File: src/rtl/cyclic_key_ctrl.sv
// Serial key loader and exhaustive self-check sweep for the cyclically locked c17 core.
// Define CKC_LOCKOUT_EN to add a saturating fail counter and a reset-only LOCK state.
module cyclic_key_ctrl #(
    parameter int KEY_W    = 2,
    parameter int SETTLE   = 4,
    parameter int MAX_FAIL = 3
) (
    input  logic             clk,
    input  logic             rst,
    input  logic             key_sdi,
    input  logic             key_valid,
    output logic             key_ready,
    input  logic             start,
    output logic [4:0]       core_in,
    input  logic [1:0]       core_out,
    output logic [KEY_W-1:0] key_out,
    output logic             busy,
    output logic             done,
    output logic             pass,
    output logic             locked
);

    localparam logic [2:0] S_IDLE   = 3'd0;
    localparam logic [2:0] S_LOAD   = 3'd1;
    localparam logic [2:0] S_SETTLE = 3'd2;
    localparam logic [2:0] S_SAMPLE = 3'd3;
    localparam logic [2:0] S_DONE   = 3'd4;
    localparam logic [2:0] S_LOCK   = 3'd5;

    localparam int BW = (KEY_W > 1) ? $clog2(KEY_W) : 1;
    localparam logic [BW-1:0] BIT_LAST = BW'(KEY_W - 1);
    localparam logic [3:0] SET_LAST = 4'((SETTLE >= 2) ? SETTLE - 2 : 0);
    // With SETTLE=1 a pattern slot is the SAMPLE cycle alone
    localparam logic [2:0] SLOT_ST = (SETTLE > 1) ? S_SETTLE : S_SAMPLE;

    if (SETTLE < 1 || SETTLE > 15 || KEY_W < 1 || MAX_FAIL < 1) begin : g_bad_cfg
        $error("cyclic_key_ctrl: illegal parameter value");
    end

    logic [2:0]       state;
    logic [BW-1:0]    bit_cnt;
    logic [3:0]       settle_cnt;
    logic [KEY_W-1:0] shadow;
    logic [KEY_W-1:0] shadow_nx;
    logic             beat;
    logic             n10, n11, n16, n19;
    logic [1:0]       gold;

    assign n10  = ~(core_in[4] & core_in[2]);
    assign n11  = ~(core_in[2] & core_in[1]);
    assign n16  = ~(core_in[3] & n11);
    assign n19  = ~(n11 & core_in[0]);
    assign gold = {~(n10 & n16), ~(n16 & n19)};

    assign key_ready = (state == S_IDLE) || (state == S_LOAD);
    assign busy      = (state == S_SETTLE) || (state == S_SAMPLE);
    assign beat      = key_ready & key_valid;

    always_comb begin
        shadow_nx = (shadow << 1) | KEY_W'(key_sdi);
    end

`ifdef CKC_LOCKOUT_EN
    localparam int FW = $clog2(MAX_FAIL + 1);
    localparam logic [FW-1:0] FAIL_MAX = FW'(MAX_FAIL);

    logic [FW-1:0] fail_cnt;
    logic [FW-1:0] fail_nx;

    assign fail_nx = (!pass && fail_cnt != FAIL_MAX) ? fail_cnt + 1'b1 : fail_cnt;
    assign locked  = (state == S_LOCK);
`else
    assign locked = 1'b0;
`endif

    always_ff @(posedge clk) begin
        if (rst) begin
            state      <= S_IDLE;
            bit_cnt    <= '0;
            settle_cnt <= '0;
            shadow     <= '0;
            key_out    <= '0;
            core_in    <= '0;
            done       <= 1'b0;
            pass       <= 1'b0;
`ifdef CKC_LOCKOUT_EN
            fail_cnt   <= '0;
`endif
        end else begin
            done <= 1'b0;
            case (state)
                S_IDLE, S_LOAD: begin
                    if (beat) begin
                        shadow <= shadow_nx;
                        if (bit_cnt == BIT_LAST) begin
                            key_out <= shadow_nx;
                            bit_cnt <= '0;
                            state   <= S_IDLE;
                        end else begin
                            bit_cnt <= bit_cnt + 1'b1;
                            state   <= S_LOAD;
                        end
                    end else if (state == S_IDLE && start && bit_cnt == '0) begin
                        core_in    <= '0;
                        settle_cnt <= '0;
                        pass       <= 1'b0;
                        state      <= SLOT_ST;
                    end
                end
                S_SETTLE: begin
                    if (settle_cnt == SET_LAST) begin
                        state <= S_SAMPLE;
                    end else begin
                        settle_cnt <= settle_cnt + 1'b1;
                    end
                end
                S_SAMPLE: begin
                    if (core_out != gold) begin
                        pass  <= 1'b0;
                        state <= S_DONE;
                    end else if (core_in == 5'd31) begin
                        pass  <= 1'b1;
                        state <= S_DONE;
                    end else begin
                        core_in    <= core_in + 5'd1;
                        settle_cnt <= '0;
                        state      <= SLOT_ST;
                    end
                end
                S_DONE: begin
                    done    <= 1'b1;
                    core_in <= '0;
`ifdef CKC_LOCKOUT_EN
                    fail_cnt <= fail_nx;
                    if (fail_nx == FAIL_MAX) begin
                        key_out <= '0;
                        state   <= S_LOCK;
                    end else begin
                        state <= S_IDLE;
                    end
`else
                    state <= S_IDLE;
`endif
                end
                S_LOCK: begin
                    key_out <= '0;
                end
                default: begin
                    state <= S_IDLE;
                end
            endcase
        end
    end

endmodule

File: config.mk
export PLATFORM = sky130hd
export DESIGN_NAME = cyclic_key_ctrl
export DESIGN_NICKNAME = d
export VERILOG_FILES = /design/src/rtl/cyclic_key_ctrl.sv
export SDC_FILE = /design/constraint.sdc
export NUM_CORES = 1
export LEC_CHECK = 0
export CORE_AREA = 4 4 48 50
export CTS_BUF_LIST = sky130_fd_sc_hd__clkbuf_2
export DETAILED_ROUTE_END_ITERATION = 16
export DIE_AREA = 0 0 52 54
export PLACE_DENSITY_LB_ADDON = 0.08
export SLEW_MARGIN = 20
export SYNTH_ARGS = -nofsm -noshare
export SYNTH_HDL_FRONTEND = slang
export SYNTH_SLANG_ARGS = --single-unit
File: constraint.sdc
create_clock -name clk -period 5.9 [get_ports clk]
set_input_delay 1.475 -clock clk [delete_from_list [all_inputs] [get_ports clk]]
set_output_delay 1.475 -clock clk [all_outputs]
set_load 0.03 [all_outputs]
==> reports/results.txt, run 1 <==
Reg clk slew, reported paths: 180 ps
Core Region: 0.00190 mm2
Die H: 54 um
Worst Hold Class: flip-flop to flip-flop
CP Launch Type: flip-flop
Total GRT Usage: 17.9%
I/O pin count: 19
commonest cells after routing, fill and taps aside: 18 x dfxtp_1, 17 x clkdlybuf4s50_1, 10 x nand2_1
buffers plus inverters on the worst setup path: 1
Max Transition Viols Final: 0
first-pass GRT wire length: 3.75 mm
Synth Area in Adders: 4.69%
CP max stage delay: 700 ps
Post-Synthesis Cells: 123
Filler cells: 177
Max Freq: 295 MHz
post-CTS sizing: 0
Yosys top cell area share: 33.8%
worst-margin pin slew: 562 ps
Synth Warn #: 0
most common cell after layout, fill and taps aside: dfxtp_1
hold_ws: 490 ps
main combinational cell family by area after synthesis: simple AND/OR/NAND/NOR gates
pin count of the biggest net entering global routing: 17
initial antenna violation count: 0
PD cells: 202 mW/mm2
hold_buf cts: 0
Synth async-reset ratio: 0%
Pleak: 0.000436 uW
critical path arrival: 1910 ps
vias: 939
placed wire-length estimate: 1.60 mm
via count of the first global-routing pass: 865
post-route worst setup slack: 2520 ps
Final Setup Violations: 0
Slew HR: 62.4%
clock latency on the worst-skew pair: 310 ps
chip width: 52 um
postcts setup bufs: 0
Mapped Area: 0.00107 mm2
Overall Power: 254 uW
DRT antenna net count: 0
final setup TNS: 0 ps
Clock Tree Root: clkbuf_2
RSZ-0062 raised after global routing: no
area share of and/or/nand/nor cells after synthesis: 26.9%
H-tree depth: 1
starting density of the core: 56.1%
CP delay by family, top: buffers and inverters
row cnt: 16
Yosys reg bits: 18
Final Cell Area: 0.00125 mm2
WL/cell: 12.9 um
share of layout cells above drive strength 1: 8.70%
Crit. End Element: output port
CTS tree: done
crit path cell chain: nor2b_1 -> clkdlybuf4s50_1
Synthesized Nets: 134
Pre-antenna DRT Iters: 4
clk_skew: 10.8 ps
status: complete, no violations
crit path kind: flip-flop to output port
vias per inst: 5.69
final worst-path cycle share: 57.4%
WP data required: 4430 ps
Tmin final: 3380 ps
1st-iter DRT viols: 6
maximum clock insertion buffer count: 2
endpoints failing hold: 0
clock tree sinks: 18
CTS buffer count: 3
Die Area: 0.00281 mm2
maxcap violations: 0
CP max FO: 16
global route overflow: 0
drc violations: 0
Main synth FF type: dfxtp_1
Seq/Total Area, Yosys: 33.8%
GP Congestion: 0.802
Avg Cell Area, Syn: 8.67 um2
number of synthesized flops with an enable pin: 0
Synth area leader: dfxtp_1
mux cell area share after synthesis: 2.00%
Final nets: 150
Slowest-stage cell, CP: clkdlybuf4s50_1
Synth Area in XOR/XNOR: 1.64%
# diodes: 0
Area contributors post-synth: dfxtp_1 34%, ha_1 4.7%, nand2_1 3.5%
worst vdd ir: 0.154 mV
port bufs: 17
Synth Area in Compound Gates: 25.9%
Area after DPL: 0.00123 mm2
area delta synth->final: 17.6%
post-synthesis cell type count: 53
Routed WL: 2.14 mm
pre-CTS setup slack: 2400 ps
state kept, by name, summed over array words and instances (netlist names):
| signal | flops |
|---|---|
| done | 1 |
| key_out | 2 |
| state | 3 |
| pass | 1 |
| core_in | 5 |
| settle_cnt | 4 |
| bit_cnt | 1 |
| shadow | 1 |
through the flow:
step | std cells | util, %
after global placement | 161 | 64.9
after global routing | 165 | 65.9
after floorplan | 123 | -
final | 165 | 65.9
after CTS | 165 | 65.9
after detailed placement | 161 | 64.9
report_power, final:
| group | total, uW | switching [uW] | internal, uW |
|---|---|---|---|
| Sequential | 140 | 11.7 | 128 |
| Combinational | 60.2 | 32.2 | 28.0 |
| Clock | 53.4 | 38.7 | 14.7 |
| Total | 254 | 82.6 | 171 |
layer usage:
| layer | wire, um | up-vias | GRT usage (%) |
|---|---|---|---|
| met5 | 0 | - | 0 |
| met4 | 36 | 0 | 9.17 |
| met3 | 81 | 4 | 2.49 |
| met2 | 955 | 18 | 28.5 |
| met1 | 1060 | 434 | 23.4 |
| li1 | - | 483 | - |
synthesized netlist by cell type (all sizes together) (2+ instances only):
library cell	n
nand3	6
o211ai	3
a31oi	2
or4b	2
or3	2
o21ai	8
xnor2	2
nor2	9
a21boi	4
ha	4
and2	2
a211oi	2
buf	3
nor2b	3
a21oi	8
clkbuf	3
nor3	2
inv	4
nand2	11
nor3b	2
dfxtp	18
o221ai	2
tightest hold or removal path, stage by stage, from the launching register on:
cell and delay (ps):
dfxtp_1 340, o21ai_0 60, a21oi_1 60
cell families after synthesis:
logic type | Yosys count
AO/OA/AOI/OAI | 37
multiplexers | 2
AND/OR/NAND/NOR | 49
adder cells (fa/ha/maj) | 4
flip-flops | 18
XOR/XNOR | 2
other | 1
buffers and inverters | 10
path summary, 6_finish.rpt:
kind / from / to / slack (ps) / cells after the start
hold / removal: key_out[0] / key_out[0] / 490 / 2
hold reg to reg: key_out[0] / key_out[0] / 490 / 2
setup / recovery: state[1] / busy / 2520 / 2
setup reg to reg: core_in[0] / core_in[3] / 3760 / 7
layout make-up:
class	count	area [um2]	share of cell area (%)
flip-flops and latches	18	360	28.7
clock buffers	3	15.0	1.20
repair buffers	17	170	13.6
well taps	27	33.8	2.69
multi-input cells	95	656	52.3
clock inverters	1	3.75	0.299
inverters	4	15.0	1.20
(Power assumes the default switching activity.)
==> inputs of run 2 (changes only) <==
--- a/config.mk
+++ b/config.mk
@@ -5,10 +5,10 @@
 export SDC_FILE = /design/constraint.sdc
 export NUM_CORES = 1
 export LEC_CHECK = 0
-export CORE_AREA = 4 4 48 50
+export CORE_AREA = 4 4 50 52
 export CTS_BUF_LIST = sky130_fd_sc_hd__clkbuf_2
 export DETAILED_ROUTE_END_ITERATION = 16
-export DIE_AREA = 0 0 52 54
+export DIE_AREA = 0 0 54 56
 export PLACE_DENSITY_LB_ADDON = 0.08
 export SLEW_MARGIN = 20
 export SYNTH_ARGS = -nofsm -noshare
==> constraint.sdc (replaced) <==
create_clock -name clk -period 3.4 [get_ports clk]
set_input_delay 0.85 -clock clk [delete_from_list [all_inputs] [get_ports clk]]
set_output_delay 0.85 -clock clk [all_outputs]
set_load 0.03 [all_outputs]
==> run 2 against run 1 <==
Effect of this change:
- worst hold slack improved by 1.1 ps
- largest cell class unchanged
- non-clock buffer count rose by 2
- clock-buffer cell count did not move
- sequential power rose by 70%
- flip-flop and latch count did not move
- register-to-register slack got worse by 2500 ps
- utilization fell by 5.8 points
- power rose by 72%
- global-route usage fell by 1.5 points
- via count fell by 0.32%
- largest power group unchanged
- final area rose by 1.0%
- combinational power rose by 84%
- critical path type unchanged
==> reports/results.txt, run 2 (synthesized netlist as in run 1, its figures left out) <==
Die H: 56 um
PD cells: 345 mW/mm2
Overall Power: 436 uW
Clock Tree Root: clkbuf_2
post-CTS sizing: 0
port bufs: 17
vias per inst: 5.60
Slew HR: 63.2%
final core occ: 60.1%
CTS buffer count: 3
initial antenna violation count: 0
worst vdd ir: 0.288 mV
crit path from: state[1]
Die Area: 0.00302 mm2
Max Freq: 384 MHz
endpoints failing hold: 0
area delta synth->final: 18.8%
1st-iter DRT viols: 12
CTS tree: done
worst-margin pin slew: 551 ps
Pleak: 0.000445 uW
critical path arrival: 1750 ps
Pre-antenna DRT Iters: 4
largest registers: core_in x5, settle_cnt x4, state x3
Final Setup Violations: 0
Core Region: 0.00211 mm2
Routed WL: 2.15 mm
RSZ-0062 raised after global routing: no
chip width: 54 um
r2r setup slk: 1240 ps
DRT antenna net count: 0
WP data required: 2550 ps
postcts setup bufs: 0
post-route worst setup slack: 798 ps
starting density of the core: 50.6%
hold_buf cts: 0
Crit. End Element: output port
Largest Register: core_in
drc violations: 0
Largest register FFs: 5
crit path cell chain: buf_4 -> nor2b_1 -> clkdlybuf4s50_1
# diodes: 0
commonest cells after routing, fill and taps aside: 18 x dfxtp_1, 17 x clkdlybuf4s50_1, 10 x nand2_1
H-tree depth: 1
vias: 936
status: complete, no violations
row cnt: 17
clock latency on the worst-skew pair: 300 ps
maxcap violations: 0
final worst-path cycle share: 76.5%
most common cell after layout, fill and taps aside: dfxtp_1
Reg clk slew, reported paths: 170 ps
Tmin final: 2600 ps
WL/cell: 12.9 um
pre-CTS setup slack: 542 ps
pin count of the biggest net entering global routing: 17
min-delay src: key_out[0]
CP max FO: 16
crit path kind: flip-flop to output port
final setup TNS: 0 ps
hold_ws: 491 ps
Final nets: 152
CP max stage delay: 700 ps
Slowest-stage cell, CP: clkdlybuf4s50_1
Worst Hold Class: flip-flop to flip-flop
first-pass GRT wire length: 3.79 mm
CP Launch Type: flip-flop
Max Transition Viols Final: 0
placed wire-length estimate: 1.61 mm
via count of the first global-routing pass: 837
clock tree sinks: 18
Total GRT Usage: 16.4%
GP Congestion: 0.704
share of layout cells above drive strength 1: 10.1%
RR Startpoint: core_in[1]
global route overflow: 0
clk_skew: 17.9 ps
I/O pin count: 19
maximum clock insertion buffer count: 2
## run 2: cell count changes in the layout (fill, tap and decap cells not counted)
cell      before  now
buf_4          0    2
clkinv_1       1    0
## run 2: final cells by class
| class | count | area [um2] |
|---|---|---|
| Multi-Input combinational cell | 95 | 656 |
| Tap cell | 28 | 35.0 |
| Sequential cell | 18 | 360 |
| Fill cell | 195 | 840 |
| Inverter | 4 | 15.0 |
| Clock buffer | 3 | 15.0 |
| Timing Repair Buffer | 19 | 185 |
## run 2: per-stage QoR
step,instances,cell area [um2]
2_1_floorplan,123,1070
5_1_grt,167,1270
6_report,167,1270
4_1_cts,167,1270
3_5_place_dp,164,1250
3_3_place_gp,164,1250
## run 2: power breakdown
| part | switching, uW | internal (uW) |
|---|---|---|
| Clock | 63.1 | 24.1 |
| Sequential | 15.6 | 223 |
| Combinational | 60.1 | 50.6 |
## run 2: worst paths after layout
| kind | endpoint | cells past startpoint |
|---|---|---|
| hold reg to reg | key_out[0] | 2 |
| hold / removal | key_out[0] | 2 |
| setup / recovery | busy | 3 |
| setup reg to reg | core_in[2] | 7 |
## run 2: worst max-delay path, delay by kind of cell (launching register included)
kind          cells  cell delay [ps]
buf+inv           2              890
flops             1              340
simple gates      1              220
## run 2: layer usage
layer	wire length (um)	global-route usage (%)	share of wire (%)	up-vias
met5	0	0	0	-
met4	12	2.14	0.56	0
met3	73	5.90	3.4	2
met2	930	22.8	43	11
met1	1130	24.4	53	435
li1	-	-	-	488
==> inputs of run 3 (changes only) <==
==> constraint.sdc (replaced) <==
create_clock -name clk -period 2.6 [get_ports clk]
set_input_delay 0.65 -clock clk [delete_from_list [all_inputs] [get_ports clk]]
set_output_delay 0.65 -clock clk [all_outputs]
set_load 0.03 [all_outputs]
==> run 3 against run 2 <==
Effect of this change:
- clock power grew 38%
- sequential power up 31%
- flip-flop and latch count stayed put
- routed wire length is 2.0% higher
- worst setup slack worse by 560 ps
- via count grew 0.21%
- non-clock buffer count grew 3
- first-iteration DRC count grew to 3.0 times the previous value
- sequential share of layout area decreased by 0.58 points
- critical path depth is 1 lower
==> reports/results.txt, run 3 (synthesized netlist as in run 1, its figures left out) <==
Overall Power: 586 uW
Clock Tree Root: clkbuf_2
final setup TNS: 0 ps
# diodes: 0
largest registers: core_in x5, settle_cnt x4, state x3
via count of the first global-routing pass: 860
Routed WL: 2.19 mm
1st-iter DRT viols: 36
clk_skew: 7.68 ps
Max Transition Viols Final: 0
area delta synth->final: 21.2%
DRT met1 WL: 1.09 mm
clock tree sinks: 18
Die Area: 0.00302 mm2
P_int: 399 uW
H-tree depth: 1
global route overflow: 0
Max Freq: 423 MHz
Final Cell Area: 0.00129 mm2
GP Congestion: 0.750
DRT antenna net count: 0
Reg clk slew, reported paths: 170 ps
worst vdd ir: 0.330 mV
Slowest-stage cell, CP: clkdlybuf4s50_1
hold_buf cts: 0
CTS buffer count: 3
Pleak: 0.000461 uW
WL/cell: 12.8 um
starting density of the core: 50.6%
placed wire-length estimate: 1.62 mm
most common cell after layout, fill and taps aside: dfxtp_1
Crit. End Element: output port
maximum clock insertion buffer count: 2
endpoints failing hold: 0
initial antenna violation count: 0
crit path cell chain: nor2b_1 -> clkdlybuf4s50_1
top layer used by detailed routing: met4
switch share: 31.9%
crit path kind: flip-flop to output port
RSZ-0062 raised after global routing: no
Final Setup Violations: 0
pin count of the biggest net entering global routing: 16
buffers plus inverters on the worst setup path: 1
maxcap violations: 0
Slew HR: 62.9%
Comb pwr share: 26.2%
vias: 938
clock latency on the worst-skew pair: 300 ps
Reg power frac: 53.4%
row cnt: 17
Net Sw Power: 187 uW
share of layout cells above drive strength 1: 11.9%
postcts setup bufs: 0
CP delay by family, top: buffers and inverters
final worst-path cycle share: 90.9%
WP data required: 1950 ps
port bufs: 17
CP max stage delay: 710 ps
clock share of power: 20.5%
CP Launch Type: flip-flop
Tmin final: 2360 ps
first-pass GRT wire length: 3.82 mm
worst-margin pin slew: 556 ps
Filler cells: 196
met2 routed WL: 989 um
Worst Hold Class: flip-flop to flip-flop
final core occ: 61.4%
I/O pin count: 19
PD cells: 453 mW/mm2
drc violations: 0
Largest register FFs: 5
CP max FO: 11
Largest Register: core_in
Die H: 56 um
critical path arrival: 1710 ps
chip width: 54 um
post-CTS sizing: 0
CTS tree: done
Pre-antenna DRT Iters: 4
Area after DPL: 0.00127 mm2
status: complete, no violations
Final nets: 155
Core Region: 0.00211 mm2
Total GRT Usage: 16.4%
commonest cells after routing, fill and taps aside: 18 x dfxtp_1, 17 x clkdlybuf4s50_1, 10 x nand2_1
Met3 Routed Length: 74 um
vias per inst: 5.49
[run 3: layer usage]
metal,vias up,GRT usage (%)
li1,495,-
met1,425,23.4
met2,13,24.0
met3,5,3.49
met4,0,5.34
met5,-,0
[run 3: cell type report]
class	instances	area [um2]	share of cell area, %
Clock buffer	3	15.0	1.16
Inverter	4	15.0	1.16
Timing Repair Buffer	22	208	16.1
Clock inverter	1	3.75	0.290
Tap cell	28	35.0	2.71
Multi-Input combinational cell	95	656	50.7
Sequential cell	18	360	27.9
[run 3: path summary, 6_finish.rpt]
kind / start / end / slack [ps] / cells past startpoint
worst max-delay path: state[2] / busy / 240 / 2
worst min-delay path: shadow[0] / key_out[1] / 480 / 2
worst max register to register: core_in[0] / core_in[3] / 450 / 7
worst min register to register: shadow[0] / key_out[1] / 480 / 2
[run 3: worst reg2reg max path, delay by kind of cell, from the launching register on]
kind                       cells  cell delay, ps
and+or+nand+nor                3             790
AOI/OAI and AO/OA              2             410
adders and majority gates      2             490
DFF                            1             400
[run 3: through the flow]
stage          cells  hold WS, ps  setup WS (ps)
2_1_floorplan    123          447            463
3_3_place_gp     167          465            116
3_5_place_dp     167          465           98.2
4_1_cts          171          487            238
5_1_grt          171          504            176
6_report         171          481            236
[run 3: power groups by stage]
stage          logic [uW]  registers, uW  clock network (uW)
3_3_place_gp          152            318                   0
2_1_floorplan         109            316                   0
3_5_place_dp          153            319                   0
6_report              153            312                 120
5_1_grt               171            316                 135
4_1_cts               154            313                 123
